$ cat src/rtl/fpga_cfg_pkg.sv
// Shared definitions for the FPGA configuration loader: FSM encoding and CRC constants.
package fpga_cfg_pkg;

    typedef enum logic [2:0] {
        StIdle,
        StLoad,
        StVerifyConn,
        StVerifyClb,
        StCheck
    } cfg_state_e;

    localparam logic [15:0] CRC_POLY = 16'h1021;
    localparam logic [15:0] CRC_INIT = 16'hFFFF;

endpackage

$ cat src/rtl/crc16_serial.sv
// Bit-serial CRC-16-CCITT; clear loads the init value, en folds in one bit.
module crc16_serial
    import fpga_cfg_pkg::*;
(
    input  logic        clk,
    input  logic        rst_n,
    input  logic        clear,
    input  logic        en,
    input  logic        din,
    output logic [15:0] crc
);

    logic fb;
    assign fb = crc[15] ^ din;

    always_ff @(posedge clk or negedge rst_n) begin
        if (!rst_n) begin
            crc <= '0;
        end else if (clear) begin
            crc <= CRC_INIT;
        end else if (en) begin
            crc <= {crc[14:0], 1'b0} ^ (fb ? CRC_POLY : 16'h0000);
        end
    end

endmodule

$ cat src/rtl/fpga_cfg_loader.sv
// Streams host config words into the connection and CLB scan chains, then reads both
// chains back by recirculation and compares the readback CRC against the load CRC.
module fpga_cfg_loader
    import fpga_cfg_pkg::*;
#(
    parameter int unsigned CONN_CHAIN_LEN = 256,
    parameter int unsigned CLB_CHAIN_LEN  = 64,
    parameter int unsigned CFG_WORD_WIDTH = 8
) (
    input  logic                      clk,
    input  logic                      rst_n,
    input  logic                      start,
    input  logic [CFG_WORD_WIDTH-1:0] cfg_data,
    input  logic                      cfg_valid,
    output logic                      cfg_ready,
    output logic                      conn_scan_in,
    output logic                      conn_scan_en,
    input  logic                      conn_scan_out,
    output logic                      clb_scan_in,
    output logic                      clb_scan_en,
    input  logic                      clb_scan_out,
    output logic                      busy,
    output logic                      cfg_done,
    output logic                      cfg_err
);

    localparam int unsigned TOTAL = CONN_CHAIN_LEN + CLB_CHAIN_LEN;
    localparam int unsigned CW    = $clog2(TOTAL + 1);
    localparam int unsigned WW    = $clog2(CFG_WORD_WIDTH + 1);

    localparam logic [CW-1:0] CONN_LEN_C  = CW'(CONN_CHAIN_LEN);
    localparam logic [CW-1:0] LOAD_LAST_C = CW'(TOTAL - 1);
    localparam logic [CW-1:0] CONN_LAST_C = CW'(CONN_CHAIN_LEN - 1);
    localparam logic [CW-1:0] CLB_LAST_C  = CW'(CLB_CHAIN_LEN - 1);
    localparam logic [WW-1:0] WORD_BITS_C = WW'(CFG_WORD_WIDTH);

    cfg_state_e                state_q, state_d;
    logic [CFG_WORD_WIDTH-1:0] sreg_q, sreg_d;
    logic [WW-1:0]             wcnt_q, wcnt_d;
    logic [CW-1:0]             cnt_q, cnt_d;
    logic                      done_q, done_d;
    logic                      err_q, err_d;

    logic        crc_clear;
    logic        load_crc_en, rb_crc_en, rb_din;
    logic [15:0] crc_load, crc_rb;

    always_ff @(posedge clk or negedge rst_n) begin
        if (!rst_n) begin
            state_q <= StIdle;
            sreg_q  <= '0;
            wcnt_q  <= '0;
            cnt_q   <= '0;
            done_q  <= 1'b0;
            err_q   <= 1'b0;
        end else begin
            state_q <= state_d;
            sreg_q  <= sreg_d;
            wcnt_q  <= wcnt_d;
            cnt_q   <= cnt_d;
            done_q  <= done_d;
            err_q   <= err_d;
        end
    end

    always_comb begin
        state_d      = state_q;
        sreg_d       = sreg_q;
        wcnt_d       = wcnt_q;
        cnt_d        = cnt_q;
        done_d       = done_q;
        err_d        = err_q;
        cfg_ready    = 1'b0;
        conn_scan_in = 1'b0;
        conn_scan_en = 1'b0;
        clb_scan_in  = 1'b0;
        clb_scan_en  = 1'b0;
        crc_clear    = 1'b0;
        load_crc_en  = 1'b0;
        rb_crc_en    = 1'b0;
        rb_din       = 1'b0;

        unique case (state_q)
            StIdle: begin
                if (start) begin
                    state_d   = StLoad;
                    done_d    = 1'b0;
                    err_d     = 1'b0;
                    cnt_d     = '0;
                    wcnt_d    = '0;
                    crc_clear = 1'b1;
                end
            end
            StLoad: begin
                cfg_ready = (wcnt_q == '0);
                if (wcnt_q == '0) begin
                    if (cfg_valid) begin
                        sreg_d = cfg_data;
                        wcnt_d = WORD_BITS_C;
                    end
                end else begin
                    load_crc_en = 1'b1;
                    if (cnt_q < CONN_LEN_C) begin
                        conn_scan_en = 1'b1;
                        conn_scan_in = sreg_q[CFG_WORD_WIDTH-1];
                    end else begin
                        clb_scan_en = 1'b1;
                        clb_scan_in = sreg_q[CFG_WORD_WIDTH-1];
                    end
                    sreg_d = sreg_q << 1;
                    wcnt_d = wcnt_q - WW'(1);
                    cnt_d  = cnt_q + CW'(1);
                    // Final chain bit: leftover word bits are dropped by emptying the register.
                    if (cnt_q == LOAD_LAST_C) begin
                        state_d = StVerifyConn;
                        wcnt_d  = '0;
                        cnt_d   = '0;
                    end
                end
            end
            StVerifyConn: begin
                conn_scan_en = 1'b1;
                conn_scan_in = conn_scan_out;
                rb_crc_en    = 1'b1;
                rb_din       = conn_scan_out;
                cnt_d        = cnt_q + CW'(1);
                if (cnt_q == CONN_LAST_C) begin
                    state_d = StVerifyClb;
                    cnt_d   = '0;
                end
            end
            StVerifyClb: begin
                clb_scan_en = 1'b1;
                clb_scan_in = clb_scan_out;
                rb_crc_en   = 1'b1;
                rb_din      = clb_scan_out;
                cnt_d       = cnt_q + CW'(1);
                if (cnt_q == CLB_LAST_C) begin
                    state_d = StCheck;
                    cnt_d   = '0;
                end
            end
            StCheck: begin
                done_d  = 1'b1;
                err_d   = (crc_rb != crc_load);
                state_d = StIdle;
            end
            default: state_d = StIdle;
        endcase
    end

    assign busy     = (state_q != StIdle);
    assign cfg_done = done_q;
    assign cfg_err  = err_q;

    crc16_serial u_crc_load (
        .clk   (clk),
        .rst_n (rst_n),
        .clear (crc_clear),
        .en    (load_crc_en),
        .din   (sreg_q[CFG_WORD_WIDTH-1]),
        .crc   (crc_load)
    );

    crc16_serial u_crc_rb (
        .clk   (clk),
        .rst_n (rst_n),
        .clear (crc_clear),
        .en    (rb_crc_en),
        .din   (rb_din),
        .crc   (crc_rb)
    );

endmodule

$ cat config.mk
export PLATFORM = sky130hd
export DESIGN_NAME = fpga_cfg_loader
export DESIGN_NICKNAME = d
export VERILOG_FILES = /design/src/rtl/fpga_cfg_pkg.sv /design/src/rtl/crc16_serial.sv /design/src/rtl/fpga_cfg_loader.sv
export SDC_FILE = /design/constraint.sdc
export NUM_CORES = 1
export LEC_CHECK = 0
export BUFFER_PORTS_ARGS = -buffer_cell sky130_fd_sc_hd__buf_2
export CAP_MARGIN = 40
export CORE_MARGIN = 1
export CORE_UTILIZATION = 60
export DETAILED_ROUTE_END_ITERATION = 12
export GPL_ROUTABILITY_DRIVEN = 0
export PLACE_DENSITY_LB_ADDON = 0.3
export SETUP_SLACK_MARGIN = 0.02
export SYNTH_ARGS = -nofsm -noshare
export SYNTH_HDL_FRONTEND = slang
export SYNTH_SLANG_ARGS = --single-unit
$ cat constraint.sdc
create_clock -name clk -period 5 [get_ports clk]
set_input_delay 0.75 -clock clk [delete_from_list [all_inputs] [get_ports clk]]
set_output_delay 0.75 -clock clk [all_outputs]
set_load 0.1 [all_outputs]
# == After elaboration in Yosys (flattened, before gate mapping) ==
# Cells that the tools add are included.
# classes
add_sub_neg,2
magnitude_cmp,1
eq_ne,15
n_mux,47
bitwise,4
n_reduce_logical,14
# op_table
op,n
16-bit two-way mux,4
9-bit two-way mux,5
9-bit one-hot mux with 4 select lines,1
16-bit bitwise XOR,2
13-bit two-way mux,2
4-bit two-way mux,4
8-bit two-way mux,2
16-bit inequality test,1
1-bit two-way mux,15
3-bit two-way mux,5
1-bit one-hot mux with 2 select lines,7
"2-bit inequality test, second input constant",6
3-bit one-hot mux with 4 select lines,1
"9-bit by 1-bit adder with 9-bit output, second input constant",1
"9-bit by 6-bit equality test with 1-bit output, second input constant",1
"9-bit by 8-bit equality test with 1-bit output, second input constant",1
"9-bit equality test, second input constant",1
"9-bit less-than comparator, second input constant",1
4-bit one-hot mux with 2 select lines,1
2-bit nonzero test,4
"3-bit by 2-bit equality test with 1-bit output, second input constant",2
3-bit AND reduction,2
5-bit AND reduction,1
4-bit zero test,1
10 further kinds,12
# totals
reg_bits,58
output_inout_bits,8

# == Depth between registers and ports, before layout ==
# depth
depth_word,7
mapped_depth,11

# == Cells and area by module ==
# From an unflattened synthesis, not the netlist that was laid out.
# unflattened
hier_cells,313
hier_area_um2,3195.6
# by_module_without_submodules
mod,instances,cells_each,area_per_inst_um2
fpga_cfg_loader,1,201,1754.2
crc16_serial,2,56,720.7

# == Least setup slack after synthesis ==
# No wires, ideal clock.
# synth_timing
path_kind,flip-flop to output port
start,reg wcnt_q[0]
end,out cfg_ready
t_arrival_ps,3202
t_required_ps,4250
setup_slack_ps,1048
stages_incl_launch_ff,6
path_buffers,1
path_cell_list,dfrtp_1 > inv_1 > ha_1 > or3b_1 > clkbuf_1 > nor3_1
# synth_between
elab_chain_len,2
# synth_lines
item,line,source
from (decl),fpga_cfg_loader.sv:39,"logic [WW-1:0] wcnt_q, wcnt_d;"
from (signal assigned),fpga_cfg_loader.sv:59,wcnt_q <= wcnt_d;
4-bit zero test,fpga_cfg_loader.sv:95,cfg_ready = (wcnt_q == '0);
1-bit two-way mux,fpga_cfg_loader.sv:83,unique case (state_q)
to (decl),fpga_cfg_loader.sv:15,"output logic cfg_ready,"
# Every way passes these cells.

# == Final worst setup path ==
# layout_timing
start,reg state_q[0]
end,out conn_scan_en
# layout_between
elab_chain_len,2
word_cells_on_any_way,3
# layout_lines
item,line,source
from (decl),fpga_cfg_loader.sv:37,"cfg_state_e state_q, state_d;"
from (signal assigned),fpga_cfg_loader.sv:50,state_q <= StIdle;
from (signal assigned),fpga_cfg_loader.sv:57,state_q <= state_d;
3-bit by 2-bit equality test with 1-bit output / 3-bit by 1-bit equality test with 1-bit output (equally long branches),fpga_cfg_loader.sv:83,
1-bit one-hot mux with 2 select lines *,fpga_cfg_loader.sv:83,
to (decl),fpga_cfg_loader.sv:17,"output logic conn_scan_en,"
# Every way passes the cells marked *; elsewhere a longest branch is shown, timed or not.

==> results.md <==
- The run finished with clean final reports.
- The post-CTS setup repair buffer count is 0.
- The mean cell area of the mapped netlist is 9.57 um2.
- The clock tree from TritonCTS is yes.
- Detailed placement finished with a half-perimeter wire length of 4310 um.
- The post-synthesis compound-gate area fraction is 18.3%.
- The final critical path takes up 67.4% of the cycle.
- For the pin with the worst max-slew slack, the measured transition is 878 ps.
- For this run the aggregate overflow at the end of global routing stands at 0.
- The routed design has 6270 um of wire.
- The synthesized netlist contains 45 unique library cells.
- The ratio of cells with drive above 1 in the final layout is 14.4%.
- The maximum number of buffers from clock root to sink is 2.
- The mapped netlist covers 0.00300 mm2.
- The multiplexer fraction of the synthesized cell area is 2.34%.
- For the worst setup path, the data arrival time is 2620 ps.
- The number of filler cells placed in the layout is 357.
- The number of core rows is 25.
- The ratio of total power to cell area is 771 mW/mm2.
- The number of global-route vias before repair is 2196.
- The tree is rooted in a clkbuf_8.
- The final-report max-slew violation count is 0.
- The highest clock frequency the design can meet is 297 MHz.
- After layout, the worst setup slack is 1630 ps.
- The type of the most critical hold path is flip-flop to flip-flop.
- The multi-input gate area in the final layout is 0.00144 mm2.
- The synthesis-to-layout area growth is 11.2%.
- The total inserted antenna cells is 0.
- The I/O pin total is 22.
- The pin count of the biggest net entering global routing is 59.
- Setup repair after global routing left no endpoint under its margin.
- In this run the static leakage power is 1.37 nW.
- The number of hold buffers added after CTS was 0.
- The synthesized netlist devotes 6.43% of its cell area to XOR and XNOR gates.
- The via count normalized by instance count is 5.89.
- The worst setup path is of the flip-flop to output pin kind.
- The clock skew is 6.69 ps.
- The mean routed wirelength per cell is 15.7 um.
- The floorplan core area is 0.00475 mm2.
- The fraction of the mapped netlist area in simple logic gates is 18.6%.
- Setup violations remaining at the end of the flow were counted as 0.
- The H-tree was split into 3 levels.
- The die footprint is 0.00528 mm2.
- In the synthesized netlist the async set-or-reset flop fraction comes to 100%.
- Max-cap violations in this run came to 0.
- The detailed-router iteration count before antenna repair is 4.
- Synthesis produced a netlist with a net count of 332.
- The clock net in this run drives a total of 58 sinks.
- The clock latency of the later-clocked register in the worst-skew pair is 340 ps.
- Once placement finished, the instance area stood at 0.00311 mm2.
- The most used flip-flop cell after synthesis is dfrtp_1.
- The first routing iteration left 180 violations.
- In this run the vertical extent of the chip is 72.7 um.
- The worst path in the final design needs a cycle of 3370 ps, including I/O delays and setup.
- After clock tree synthesis, the repair step resized 0 gates.
- The placement-stage worst setup slack is 2060 ps.
- The initial antenna violation count is 0.
- Data on the critical path is required at its endpoint by 4250 ps.
- The worst hold path was traced through 2 stages.
- After detailed routing, the number of remaining DRC violations is 0.
- The global-route usage over all layers is 27.2%.
- The wire length of the first global-routing pass is 10600 um.
- The adder-cell area share of the yosys netlist is 2.09%.
- The hold violation count in the final report was 0.
- The maximum resistive drop on vdd is 0.000722 V.
- In this run the horizontal extent of the chip is 72.7 um.
- The worst setup path is captured at an output pin.
- The flip-flop and latch area is 0.00145 mm2.
- Counting cells, the worst reg-to-reg path comes to 6.
- In the synthesized netlist, the number of instances is 313.
- The final-stage net count is 347.
- The count of port buffers added during placement is 21.
- Headroom to the max-slew limit came out at 41.2%.
- The Yosys warning count is 0.
- The synthesized design contains 58 register bits.
- For the final routed database, the setup TNS stands at 0 ps.
- The sequential-to-total area share from yosys stat is 48.5%.
- The count of vias placed by the detailed router is 2355.
- The synthesized design contains 0 enable-type register cells.
- The finished cells cover 0.00333 mm2.
- Of all nets on the critical path, the largest fanout is 22.
- The starting utilization of the core area is 63.0%.
- The register clock-pin slew on the reported worst setup and hold paths is 70 ps.
- The total CTS buffers is 9.
- The count of nets left with antenna violations once routing finished came out at 0.
- STA classifies the critical path startpoint as a flip-flop.
- By area, the combinational part of the netlist is dominated by simple AND/OR/NAND/NOR gates.
[stage by stage]
| stage | instances | utilization, % | hold slack [ps] | total power [mW] |
|---|---|---|---|---|
| floorplan | 313 | - | 449 | 1.86 |
| global placement | 384 | 65.4 | 461 | 2.04 |
| detailed placement | 384 | 65.4 | 478 | 2.09 |
| CTS | 400 | 70.0 | 492 | 2.56 |
| global route | 400 | 70.0 | 519 | 2.75 |
| finish | 400 | 70.0 | 489 | 2.57 |
[worst max-delay path, cell delays in order, from the launching register on]
cell      delay [ps]
dfrtp_1          680
nand2b_4         110
nor2_1           280
nand2_1          480
o22ai_1          260
buf_2            460
[path summary, 6_finish.rpt]
kind | endpoint | start | slack, ps
setup / recovery | conn_scan_en | state_q[0] | 1630
hold / removal | sreg_q[3] | sreg_q[3] | 490
setup reg to reg | u_crc_load.crc[3] | wcnt_q[0] | 2500
hold reg to reg | sreg_q[3] | sreg_q[3] | 490
max in group asynchronous | u_crc_load.crc[12] | rst_n | 3980
min in group asynchronous | cnt_q[3] | rst_n | 540
[layer usage]
metal  track usage, %  share of wire (%)  wire length (um)
met5                0                  0                 0
met4             11.8                2.0               125
met3             5.39                4.7               295
met2             38.9                 45              2790
met1             40.4                 49              3050
[cells in the final DEF, fill, tap and decap left out, types with 3 or more instances in the layout]
| master | n |
|---|---|
| buf_2 | 21 |
| nand3_1 | 10 |
| o211ai_1 | 4 |
| xor2_1 | 4 |
| o22a_1 | 11 |
| nor4_1 | 3 |
| inv_1 | 5 |
| nand4_1 | 5 |
| nand2b_1 | 6 |
| dfrtp_1 | 58 |
| ha_1 | 5 |
| o21ai_0 | 25 |
| nor2b_1 | 6 |
| mux2i_1 | 7 |
| a21oi_1 | 23 |
| nor2_1 | 32 |
| xnor2_1 | 18 |
| nor3_1 | 9 |
| clkbuf_8 | 10 |
| nand2_1 | 33 |
[synthesized netlist by cell type (2+ instances only)]
cell      number  area, um2
mux2i_1        7       70.1
nor3_1         9       45.0
a32o_1         2       20.0
buf_2          8       40.0
a21oi_1       23        115
o311ai_1       2       17.5
buf_4          3       22.5
and2_1         2       12.5
inv_1          5       18.8
or3_1          2       12.5
or2_2          2       12.5
o21ai_0       25        125
nor4_1         3       18.8
o211ai_1       4       30.0
o22a_1        11       96.3
nor2_1        32        120
clkbuf_1       7       26.3
nand3_1       10       50.1
o22ai_1        2       12.5
ha_1           5       62.6
nand2_1       33        124
nor2b_1        6       37.5
xor2_1         4       35.0
nand4_1        5       31.3
nand2b_1       6       37.5
xnor2_1       18        158
a22o_1         2       17.5
dfrtp_1       58       1450
[logic make-up after synthesis]
logic type | Yosys count
AND/OR/NAND/NOR | 116
adder cells (fa/ha/maj) | 5
AO/OA/AOI/OAI | 81
XOR/XNOR | 22
multiplexers | 7
buffers and inverters | 24
flip-flops | 58
[registers in the layout, summed over array words and instances (netlist names)]
| name | count |
|---|---|
| state_q | 3 |
| cfg_done | 1 |
| cfg_err | 1 |
| u_crc_load.crc | 16 |
| u_crc_rb.crc | 16 |
| wcnt_q | 4 |
| cnt_q | 9 |
| sreg_q | 8 |
[area by class of cell]
cell class / count / share of cell area [%]
clock buffer: 11 / 4.25
clock inverter: 5 / 2.33
inverter: 5 / 0.564
multi-input combinational: 231 / 43.1
sequential: 58 / 43.6
tap: 67 / 2.52
timing repair buffer: 23 / 3.61
[power breakdown]
part	leakage, nW	switching (mW)	internal [mW]
clock network	0.109	0.185	0.292
registers	0.669	0.239	0.665
logic	0.592	0.750	0.434
No activity file was read; power rests on OpenSTA's default activity.
